**src/rtl/tdes_round_ctrl.sv**
```systemverilog
// Round/stage sequencer for an iterative Triple-DES datapath: one Feistel round per
// cycle, three DES stages in E-D-E (encrypt) or D-E-D (decrypt) order, start/done/ack handshake.
module tdes_round_ctrl #(
    parameter int NUM_ROUNDS = 16,
    parameter int NUM_STAGES = 3
) (
    input  logic       clk,
    input  logic       rst,
    input  logic       start,
    input  logic       decrypt,
    input  logic       ack,
    output logic       busy,
    output logic       done,
    output logic [1:0] stage,
    output logic [3:0] round,
    output logic [1:0] key_sel,
    output logic       stage_dir,
    output logic       load_data,
    output logic       src_sel,
    output logic       load_key,
    output logic       round_en,
    output logic       shift_en,
    output logic [1:0] shift_amt,
    output logic       shift_dir,
    output logic       last_round,
    output logic       fp_en
);

    typedef enum logic [2:0] {
        IDLE      = 3'd0,
        LOAD      = 3'd1,
        ROUND     = 3'd2,
        STAGE_END = 3'd3,
        DONE      = 3'd4
    } state_t;

    localparam logic [3:0] LAST_ROUND = 4'(NUM_ROUNDS - 1);
    localparam logic [1:0] LAST_STAGE = 2'(NUM_STAGES - 1);

    state_t     state;
    state_t     state_nxt;
    logic [1:0] stage_q;
    logic [3:0] round_q;
    logic       mode_q;

    logic [1:0] stage_key;
    logic       stage_is_dec;
    logic       single_shift;

    always_ff @(posedge clk) begin
        if (rst) begin
            state <= IDLE;
        end else begin
            state <= state_nxt;
        end
    end

    always_comb begin
        state_nxt = state;
        case (state)
            IDLE:      if (start) state_nxt = LOAD;
            LOAD:      state_nxt = ROUND;
            ROUND:     if (round_q == LAST_ROUND) state_nxt = STAGE_END;
            STAGE_END: state_nxt = (stage_q == LAST_STAGE) ? DONE : LOAD;
            DONE:      if (ack) state_nxt = IDLE;
            default:   state_nxt = IDLE;
        endcase
    end

    // round is cleared when leaving ROUND, so it reads 0 in every other state
    always_ff @(posedge clk) begin
        if (rst) begin
            stage_q <= 2'd0;
            round_q <= 4'd0;
            mode_q  <= 1'b0;
        end else begin
            case (state)
                IDLE: begin
                    if (start) begin
                        stage_q <= 2'd0;
                        mode_q  <= decrypt;
                    end
                end
                ROUND: begin
                    if (round_q == LAST_ROUND) begin
                        round_q <= 4'd0;
                    end else begin
                        round_q <= round_q + 4'd1;
                    end
                end
                STAGE_END: begin
                    if (stage_q != LAST_STAGE) begin
                        stage_q <= stage_q + 2'd1;
                    end
                end
                DONE: begin
                    if (ack) begin
                        stage_q <= 2'd0;
                    end
                end
                default: ;
            endcase
        end
    end

    // Encrypt mode runs K1/E, K2/D, K3/E; decrypt mode mirrors it as K3/D, K2/E, K1/D
    assign stage_key    = mode_q ? (LAST_STAGE - stage_q) : stage_q;
    assign stage_is_dec = (stage_q == 2'd1) ^ mode_q;
    assign single_shift = (round_q == 4'd0) || (round_q == 4'd1) ||
                          (round_q == 4'd8) || (round_q == LAST_ROUND);

    assign stage = stage_q;
    assign round = round_q;

    always_comb begin
        busy       = 1'b0;
        done       = 1'b0;
        key_sel    = 2'd0;
        stage_dir  = 1'b0;
        load_data  = 1'b0;
        src_sel    = 1'b0;
        load_key   = 1'b0;
        round_en   = 1'b0;
        shift_en   = 1'b0;
        shift_amt  = 2'd0;
        shift_dir  = 1'b0;
        last_round = 1'b0;
        fp_en      = 1'b0;
        case (state)
            LOAD: begin
                busy      = 1'b1;
                key_sel   = stage_key;
                stage_dir = stage_is_dec;
                load_data = 1'b1;
                load_key  = 1'b1;
                src_sel   = (stage_q != 2'd0);
            end
            ROUND: begin
                busy       = 1'b1;
                key_sel    = stage_key;
                stage_dir  = stage_is_dec;
                round_en   = 1'b1;
                shift_en   = 1'b1;
                shift_dir  = stage_is_dec;
                last_round = (round_q == LAST_ROUND);
                // Decrypt skips the first rotation since PC-1 already yields K16's C/D
                if (stage_is_dec && round_q == 4'd0) begin
                    shift_amt = 2'd0;
                end else begin
                    shift_amt = single_shift ? 2'd1 : 2'd2;
                end
            end
            STAGE_END: begin
                busy      = 1'b1;
                key_sel   = stage_key;
                stage_dir = stage_is_dec;
                fp_en     = 1'b1;
            end
            DONE: begin
                done = 1'b1;
            end
            default: ;
        endcase
    end

endmodule

```
**config.mk**
```make
export PLATFORM = sky130hd
export DESIGN_NAME = tdes_round_ctrl
export DESIGN_NICKNAME = d
export VERILOG_FILES = /design/src/rtl/tdes_round_ctrl.sv
export SDC_FILE = /design/constraint.sdc
export NUM_CORES = 1
export LEC_CHECK = 0
export CAP_MARGIN = 20
export CELL_PAD_IN_SITES_DETAIL_PLACEMENT = 1
export CELL_PAD_IN_SITES_GLOBAL_PLACEMENT = 2
export CORE_UTILIZATION = 25
export DETAILED_ROUTE_END_ITERATION = 10
export PLACE_DENSITY = 0.8
export RECOVER_POWER = 50
export SLEW_MARGIN = 30
export SYNTH_ARGS = -nofsm -noshare
export SYNTH_HDL_FRONTEND = slang
export SYNTH_SLANG_ARGS = --single-unit
```
**constraint.sdc**
```tcl
create_clock -name clk -period 2.4 [get_ports clk]
set_input_delay 0.48 -clock clk [delete_from_list [all_inputs] [get_ports clk]]
set_output_delay 0.48 -clock clk [all_outputs]
set_load 0.01 [all_outputs]
```
# After elaboration in Yosys (flattened, before gate mapping)
# Index checks and enable logic that the tools add are counted.
[totals]
regBits = 10
input_bits = 5
output_inout_bits = 21
word_cells = 58
[op_classes]
addsub = 3
eq_ne = 14
mux = 24
n_bitwise = 1
n_reduce_logical = 12
[ops]
columns = ["operator", "count"]
rows = [
  ["$mux W2", 8],
  ["$pmux W3 S5", 1],
  ["$mux W3", 4],
  ["$ne A2 B2 Y1 const B", 5],
  ["$mux W1", 9],
  ["$eq A4 B4 Y1 const B", 2],
  ["$eq A3 B2 Y1 const B", 2],
  ["$pmux W2 S3", 1],
  ["$add A4 B1 Y4 const B", 1],
  ["$eq A4 B1 Y1 const B", 1],
  ["$logic_not A4 Y1", 1],
  ["$mux W4", 1],
  ["$reduce_and A4 Y1", 1],
  ["$eq A3 B1 Y1 const B", 1],
  ["$eq A3 B3 Y1 const B", 1],
  ["$logic_not A3 Y1", 1],
  ["$logic_or A1 B1 Y1", 3],
  ["$reduce_and A3 Y1", 1],
  ["$reduce_bool A3 Y1", 1],
  ["$reduce_or A3 Y1", 1],
  ["$add A2 B1 Y2 const B", 1],
  ["$eq A2 B1 Y1 const B", 1],
  ["$eq A2 B2 Y1 const B", 1],
  ["$reduce_and A2 Y1", 1],
  ["4 further kinds", 4],
]

# Depth between registers and ports, before layout
# Gate-level depths: netlist (run 1).
[depth]
depth_word = 7
ltp_mapped = 6
mapped_depth_nobuf = 5

# Worst setup path after synthesis (run 1)
# No wires, ideal clock.
[synth_path]
path_type = "reg2out"
startpoint = "register stage_q[0], in the netlist stage[0]"
endpoint = "output key_sel[1]"
arrival_ns = 1.500
required_ns = 1.920
setup_slack_ns = 0.420
stages_incl_launch_ff = 4
path_buffers = 0
path_cell_list = "dfxtp_1 inv_1 ha_1 a2111oi_0"
[synth_via]
elab_chain_len = 3
[synth_rtl]
columns = ["element", "line_no", "text"]
rows = [
  ["start: declaration", "42", "logic [1:0] stage_q;"],
  ["start signal: assignment", "93", "stage_q <= stage_q + 2'd1;"],
  ["$sub A2 B2 Y2", "107", "assign stage_key = mode_q ? (LAST_STAGE - stage_q) : stage_q;"],
  ["$mux W2", "107", ""],
  ["$mux W2", "129", "case (state)"],
  ["end: declaration", "16", "output logic [1:0] key_sel,"],
]
# Every way passes these cells.

# Worst setup path in the final report (run 1)
[layout_path]
startpoint = "register stage_q[1], in the netlist stage[1]"
endpoint = "output shift_amt[1]"
[layout_via]
elab_chain_len = 5
[layout_rtl]
columns = ["element", "line_no", "text"]
rows = [
  ["$eq A2 B1 Y1", "108", "assign stage_is_dec = (stage_q == 2'd1) ^ mode_q;"],
  ["$xor A1 B1 Y1", "108", ""],
  ["$logic_and A1 B1 Y1", "147", "if (stage_is_dec && round_q == 4'd0) begin"],
  ["$mux W2", "147", ""],
  ["$mux W2", "129", ""],
  ["end: declaration", "23", "output logic [1:0] shift_amt,"],
]
# Every way passes these cells.

==> summary.md, run 1 <==
| Metric | Value |
|---|---|
| Ys flop type | dfxtp_1 |
| Die Wd | 54.61 µm |
| Worst hold slack | 0.5127 ns |
| CP Class | flip-flop to output pin |
| Total gr overflow | 0 |
| Hold buffers post-CTS | 0 |
| First-pass GRT wire length | 3201 µm |
| Max incr delay on CP | 0.36 ns |
| Clk sinks | 10 |
| P&R area growth vs syn | 49.73% |
| Hold Crit Start | round[0] |
| Maximum fanout along the worst path | 4 |
| Final min period | 2.269 ns |
| Crit path cell chain | inv_1 -> ha_1 -> xnor2_2 -> o41ai_2 -> and3b_1 -> dlygate4sd2_1 |
| Vias | 710 |
| Clk Latency, worst-skew pair | 0.27 ns |
| Fin nets | 127 |
| Status | completed |
| Initial cell density of the core | 27.19% |
| WL final | 1978 µm |
| Startpoint types | flip-flop |
| Layout cell share with drive strength beyond 1 | 13.04% |
| Synth Register Bits | 10 |
| Actual slew at the worst max-slew pin | 0.6402 ns |
| Ranking of synthesized cells by area | dfxtp_1 29%, ha_1 11%, buf_6 4.9% |
| Vias in the first global route | 687 |
| Crit share post-route | 94.56% |
| Number of library cell types mapped by synthesis | 31 |
| Lkg Pwr | 0.4793 nW |
| Fraction of registers with async set/reset | 0% |
| Fin. max-slew vios | 0 |
| Critical Path Sink Type | output pin |
| Worst Path Buf+Inv | 2 |
| CP required | 1.92 ns |
| Worst path slowest cell | dfxtp_2 |
| Wirelength per Cell | 13.64 µm |
| Skew final | 0.003245 ns |
| Final Hold Viols | 0 |
| Largest net degree at the start of global routing | 14 |
| Mean Syn Cell Area | 8.140 µm² |
| Hpwl dp | 1501 µm |
| Fill count | 323 |
| GR Util All Layers | 15.58% |
| Post-synth EDFFs | 0 |
| Cts bufs inserted | 3 |
| Seq/Total Area, Yosys | 28.93% |
| Yosys warnings | 0 |
| Finish-stage setup viols | 0 |
| Arrival @ worst endpoint | 1.79 ns |
| Worst Hold Path EP | round[0] |
| Syn nets | 96 |
| H-tree levels | 1 |
| Row cnt | 18 |
| Max-cap violations | 0 |
| Synth top cells by count | 10 x dfxtp_1, 8 x inv_1, 8 x nor2_1, 6 x ha_1 |
| CTS tree | done |
| Post-Syn Area | 691.9 µm² |
| DRT iter0 DRCs | 1 |
| Synth Instances | 85 |
| I/O pin cnt | 26 |
| Drc violations | 0 |
| Reg2Reg Launch Point | stage[0] |
| Post-CTS setup buffers | 0 |
| Vias per cell | 4.897 |
| Count leader, synth | dfxtp_1 |
| WHS Path Cells | 2 |
| DR pass1 iterations | 2 |
| Routed Antenna Nets | 0 |
| Core Area | 2545 µm² |
| Critical path's top delay family | flip-flops |
| R2R Path End | stage[0] |
| Setup TNS | 0 ns |
| Pwr Density | 538.2 nW/µm² |
| HP Class | flip-flop to flip-flop |
| Reg2reg path depth | 6 |
| Placer Congestion | 0.7649 |
| Max_slew headroom | 56.74% |
| RSZ-0062 raised after global routing | no |
| Clock buffer depth | 2 |
| Total Power | 557.6 µW |
| CTS resizes | 7 |
| Clock tree root driver cell | clkbuf_4 |
| Initial antenna violation count | 0 |
| FMAX | 440.6 MHz |
| Diode count | 0 |
| Chip height | 54.61 µm |
| Clock slew at reported path FFs | 0.08 ns |
| Total die area | 2982 µm² |
| Worst VDD drop | 256.8 µV |
| Yosys top cell area share | 28.93% |
| R2R setup slack | 0.60 ns |
| Port Buf Inserts | 25 |
| Area leader, netlist | dfxtp_1 |
[worst max path at each step]
stage / from / cells after the start / slack (ns) / endpoint
detailed placement: stage[1] / 6 / 0.08 / shift_amt[1]
CTS: stage[1] / 6 / 0.0007 / shift_amt[0]
global route: stage[1] / 6 / 0.02 / shift_amt[1]
finish: stage[1] / 6 / 0.13 / shift_amt[1]
floorplan: stage[0] / 3 / 0.42 / key_sel[1]
global placement: stage[1] / 6 / 0.15 / shift_amt[1]
[flip-flops by register name, summed over array words and instances, names as in the netlist]
name	cells
state	3
mode_q	1
round	4
stage	2
[report_power, final]
| part | total, mW | switching [mW] | leakage (nW) | internal, mW |
|---|---|---|---|---|
| Combinational | 0.200 | 0.0950 | 0.376 | 0.105 |
| Sequential | 0.200 | 0.0193 | 0.0826 | 0.180 |
| Clock | 0.157 | 0.0654 | 0.0210 | 0.0920 |
| Total | 0.558 | 0.180 | 0.479 | 0.378 |
[area by class of cell]
cell class                      count  area (µm²)  share of cell area (%)
Clock buffer                        4       36.28                   3.502
Inverter                            8       30.03                   2.899
Tap cell                           30       37.54                   3.623
Timing Repair Buffer               33       306.5                   29.59
Sequential cell                    10       203.9                   19.69
Multi-Input combinational cell     60       421.7                   40.70
[layer usage]
layer | wire length, µm | share of wire (%) | global-route usage, %
met1 | 938 | 47 | 19.31
met2 | 894 | 45 | 25.10
met3 | 131 | 6.6 | 4.167
met4 | 14 | 0.71 | 6.410
met5 | 0 | 0 | 0
[stage by stage]
stage,instances,cell area (µm²),utilization (%),worst slack (ns)
floorplan,85,691.9,-,0.4199
global placement,141,983.4,38.64,0.1513
detailed placement,141,983.4,38.64,0.08396
CTS,145,1027,40.36,0.0006770
global route,145,1036,40.71,0.02489
finish,145,1036,40.71,0.1306
[cell families after synthesis]
family | after synthesis | share of synthesized area [%]
AO/OA/AOI/OAI | 15 | 14.47
XOR/XNOR | 2 | 2.532
adder cells (fa/ha/maj) | 6 | 10.85
buffers and inverters | 15 | 12.48
flip-flops | 10 | 28.93
multiplexers | 2 | 2.893
AND/OR/NAND/NOR | 35 | 27.85
[cells in the final DEF, fill, tap and decap left out]
cell type         n
nor2b_1           2
clkdlybuf4s50_1  11
nand2_1           5
nor4b_1           1
clkbuf_1          2
dfxtp_2           3
inv_1             8
clkbuf_8          1
o21ai_0           2
a21oi_1           5
nand3b_1          1
dlygate4sd2_1     3
nor4bb_1          1
o41ai_2           1
or3_1             3
nor3b_1           1
nor3_1            4
mux2i_1           2
clkbuf_4          3
and2_1            1
a211oi_1          1
dlygate4sd3_1     8
dfxtp_1           7
xnor2_1           1
dlymetal6s2s_1    3
buf_4             6
a32oi_1           1
o41ai_1           1
nand3_1           4
o2bb2ai_1         1
nor2_1            8
or3b_1            1
a2111oi_1         1
nand2b_1          1
a31oi_1           1
xnor2_2           1
ha_1              6
a21o_1            1
and3b_1           2
[worst register-to-register path, delay by kind of cell, from the launching register on]
family          cells  cell delay [ns]
compound gates      1             0.06
fa+ha+maj           1             0.25
buf+inv             2             0.22
flops               1             0.38
simple gates        2             0.78
Power figures use the tool's default switching activity.
==> inputs of run 2 (changes only) <==
--- a/config.mk
+++ b/config.mk
@@ -10,7 +10,7 @@
 export CELL_PAD_IN_SITES_GLOBAL_PLACEMENT = 2
 export CORE_UTILIZATION = 25
 export DETAILED_ROUTE_END_ITERATION = 10
-export PLACE_DENSITY = 0.8
+export PLACE_DENSITY_LB_ADDON = 0.1
 export RECOVER_POWER = 50
 export SLEW_MARGIN = 30
 export SYNTH_ARGS = -nofsm -noshare
==> run 2 against run 1 <==
Effect of this change: global-route usage increased by 0.093 points; count of clock-buffer cells in the layout stayed put; final cell count is 0.69% lower; hold slack got worse by 0.019 ns; flip-flop and latch count stayed put; sequential power is essentially flat; combinational power about the same; setup slack worse by 0.0056 ns; final area shrank 0.60%; first-iteration DRC count is 100% higher; clock power about the same; sequential share of layout area up 0.12 points.
==> summary.md, run 2 (synthesis gave the netlist of run 1 again) <==
| Metric | Value |
|---|---|
| Status | completed |
| WL final | 1939 µm |
| CTS tree | done |
| Pwr Density | 536.6 nW/µm² |
| Fin. max-slew vios | 0 |
| Skew final | 0.0002664 ns |
| H-tree levels | 1 |
| Total gr overflow | 0 |
| Clock slew at reported path FFs | 0.07 ns |
| Initial antenna violation count | 0 |
| Die Wd | 54.61 µm |
| Total die area | 2982 µm² |
| I/O pin cnt | 26 |
| CP required | 1.92 ns |
| Total Power | 552.5 µW |
| Wirelength per Cell | 13.47 µm |
| Layout cell share with drive strength beyond 1 | 13.16% |
| Port Buf Inserts | 25 |
| FMAX | 439.6 MHz |
| Initial cell density of the core | 27.19% |
| Max reg flops | 4 |
| Startpoint types | flip-flop |
| Arrival @ worst endpoint | 1.80 ns |
| Most frequent cells in the layout | 11 x clkdlybuf4s50_1, 8 x inv_1, 8 x dlygate4sd3_1 |
| Final setup margin | 0.1250 ns |
| Final Hold Viols | 0 |
| Crit share post-route | 94.79% |
| Critical Path Sink Type | output pin |
| Vias | 705 |
| Final min period | 2.275 ns |
| Lkg Pwr | 0.4760 nW |
| Fin nets | 126 |
| Actual slew at the worst max-slew pin | 0.6097 ns |
| Worst VDD drop | 254.2 µV |
| Max-cap violations | 0 |
| Cts bufs inserted | 3 |
| Clock tree root driver cell | clkbuf_4 |
| GR Util All Layers | 15.67% |
| P&R area growth vs syn | 48.82% |
| Fill count | 317 |
| Routed Antenna Nets | 0 |
| Drc violations | 0 |
| Vias in the first global route | 688 |
| Placer Congestion | 0.7593 |
| Clk Latency, worst-skew pair | 0.27 ns |
| HP Class | flip-flop to flip-flop |
| Core Area | 2545 µm² |
| First-pass GRT wire length | 3215 µm |
| Dpl ws | 0.06744 ns |
| Clk sinks | 10 |
| Chip height | 54.61 µm |
| Hold buffers post-CTS | 0 |
| Largest net degree at the start of global routing | 14 |
| Vias per cell | 4.896 |
| Row cnt | 18 |
| Maximum fanout along the worst path | 4 |
| Worst hold slack | 0.4937 ns |
| Hpwl dp | 1444 µm |
| Diode count | 0 |
| Setup TNS | 0 ns |
| Max_slew headroom | 58.80% |
| Finish-stage setup viols | 0 |
| RSZ-0062 raised after global routing | no |
| CP Class | flip-flop to output pin |
| DRT iter0 DRCs | 2 |
| Commonest non-fill, non-tap cell in the layout | clkdlybuf4s50_1 |
| DR pass1 iterations | 3 |
| Clock buffer depth | 2 |
run 2: changes by cell type in the layout (fill, tap and decap cells not counted), sizes merged:
cell	previous run	this run
buf	6	5
run 2: final timing paths:
check | startpoint | end | slack, ns | depth (start not counted)
worst max-delay path | stage[0] | key_sel[1] | 0.12 | 4
worst min-delay path | round[0] | round[0] | 0.49 | 2
worst max register to register | stage[0] | stage[0] | 0.61 | 6
worst min register to register | round[0] | round[0] | 0.49 | 2
run 2: repair_timing:
item,4_1_cts,5_1_grt
pin swaps,1,1
endpoints found under the setup margin,4,4
resized for setup,7,5
endpoints found under the hold margin,0,0
buffers inserted,1,0
run 2: cell type report:
class                   instances  area (µm²)  area share [%]
well taps                      30       37.54           3.645
multi-input cells              60       422.9           41.07
inverters                       8       30.03           2.916
repair buffers                 32       299.0           29.04
flip-flops and latches         10       203.9           19.81
clock buffers                   4       36.28           3.524
run 2: through the flow:
step	cell area (µm²)	utilization, %	instances
3_5_place_dp	968.4	38.05	139
3_3_place_gp	968.4	38.05	139
4_1_cts	1026	40.31	144
6_report	1030	40.46	144
5_1_grt	1030	40.46	144
2_1_floorplan	691.9	-	85
run 2: report_power, final:
part           total, mW  internal, mW  switching [mW]
sequential         0.198         0.181          0.0172
combinational      0.198         0.102          0.0959
clock              0.157        0.0921          0.0644
run 2: critical path, cell delays in order (launching register included):
cell and delay [ns]:
dfxtp_1 0.39, inv_1 0.08, ha_1 0.31, a2111oi_0 0.42
dlygate4sd2_1 0.33
run 2: metal layers:
| layer | vias up | wire, µm | GRT usage (%) |
|---|---|---|---|
| met4 | 0 | 31 | 7.692 |
| li1 | 351 | - | - |
| met1 | 327 | 945 | 19.27 |
| met2 | 23 | 858 | 25.30 |
| met3 | 4 | 105 | 3.611 |
| met5 | - | 0 | 0 |
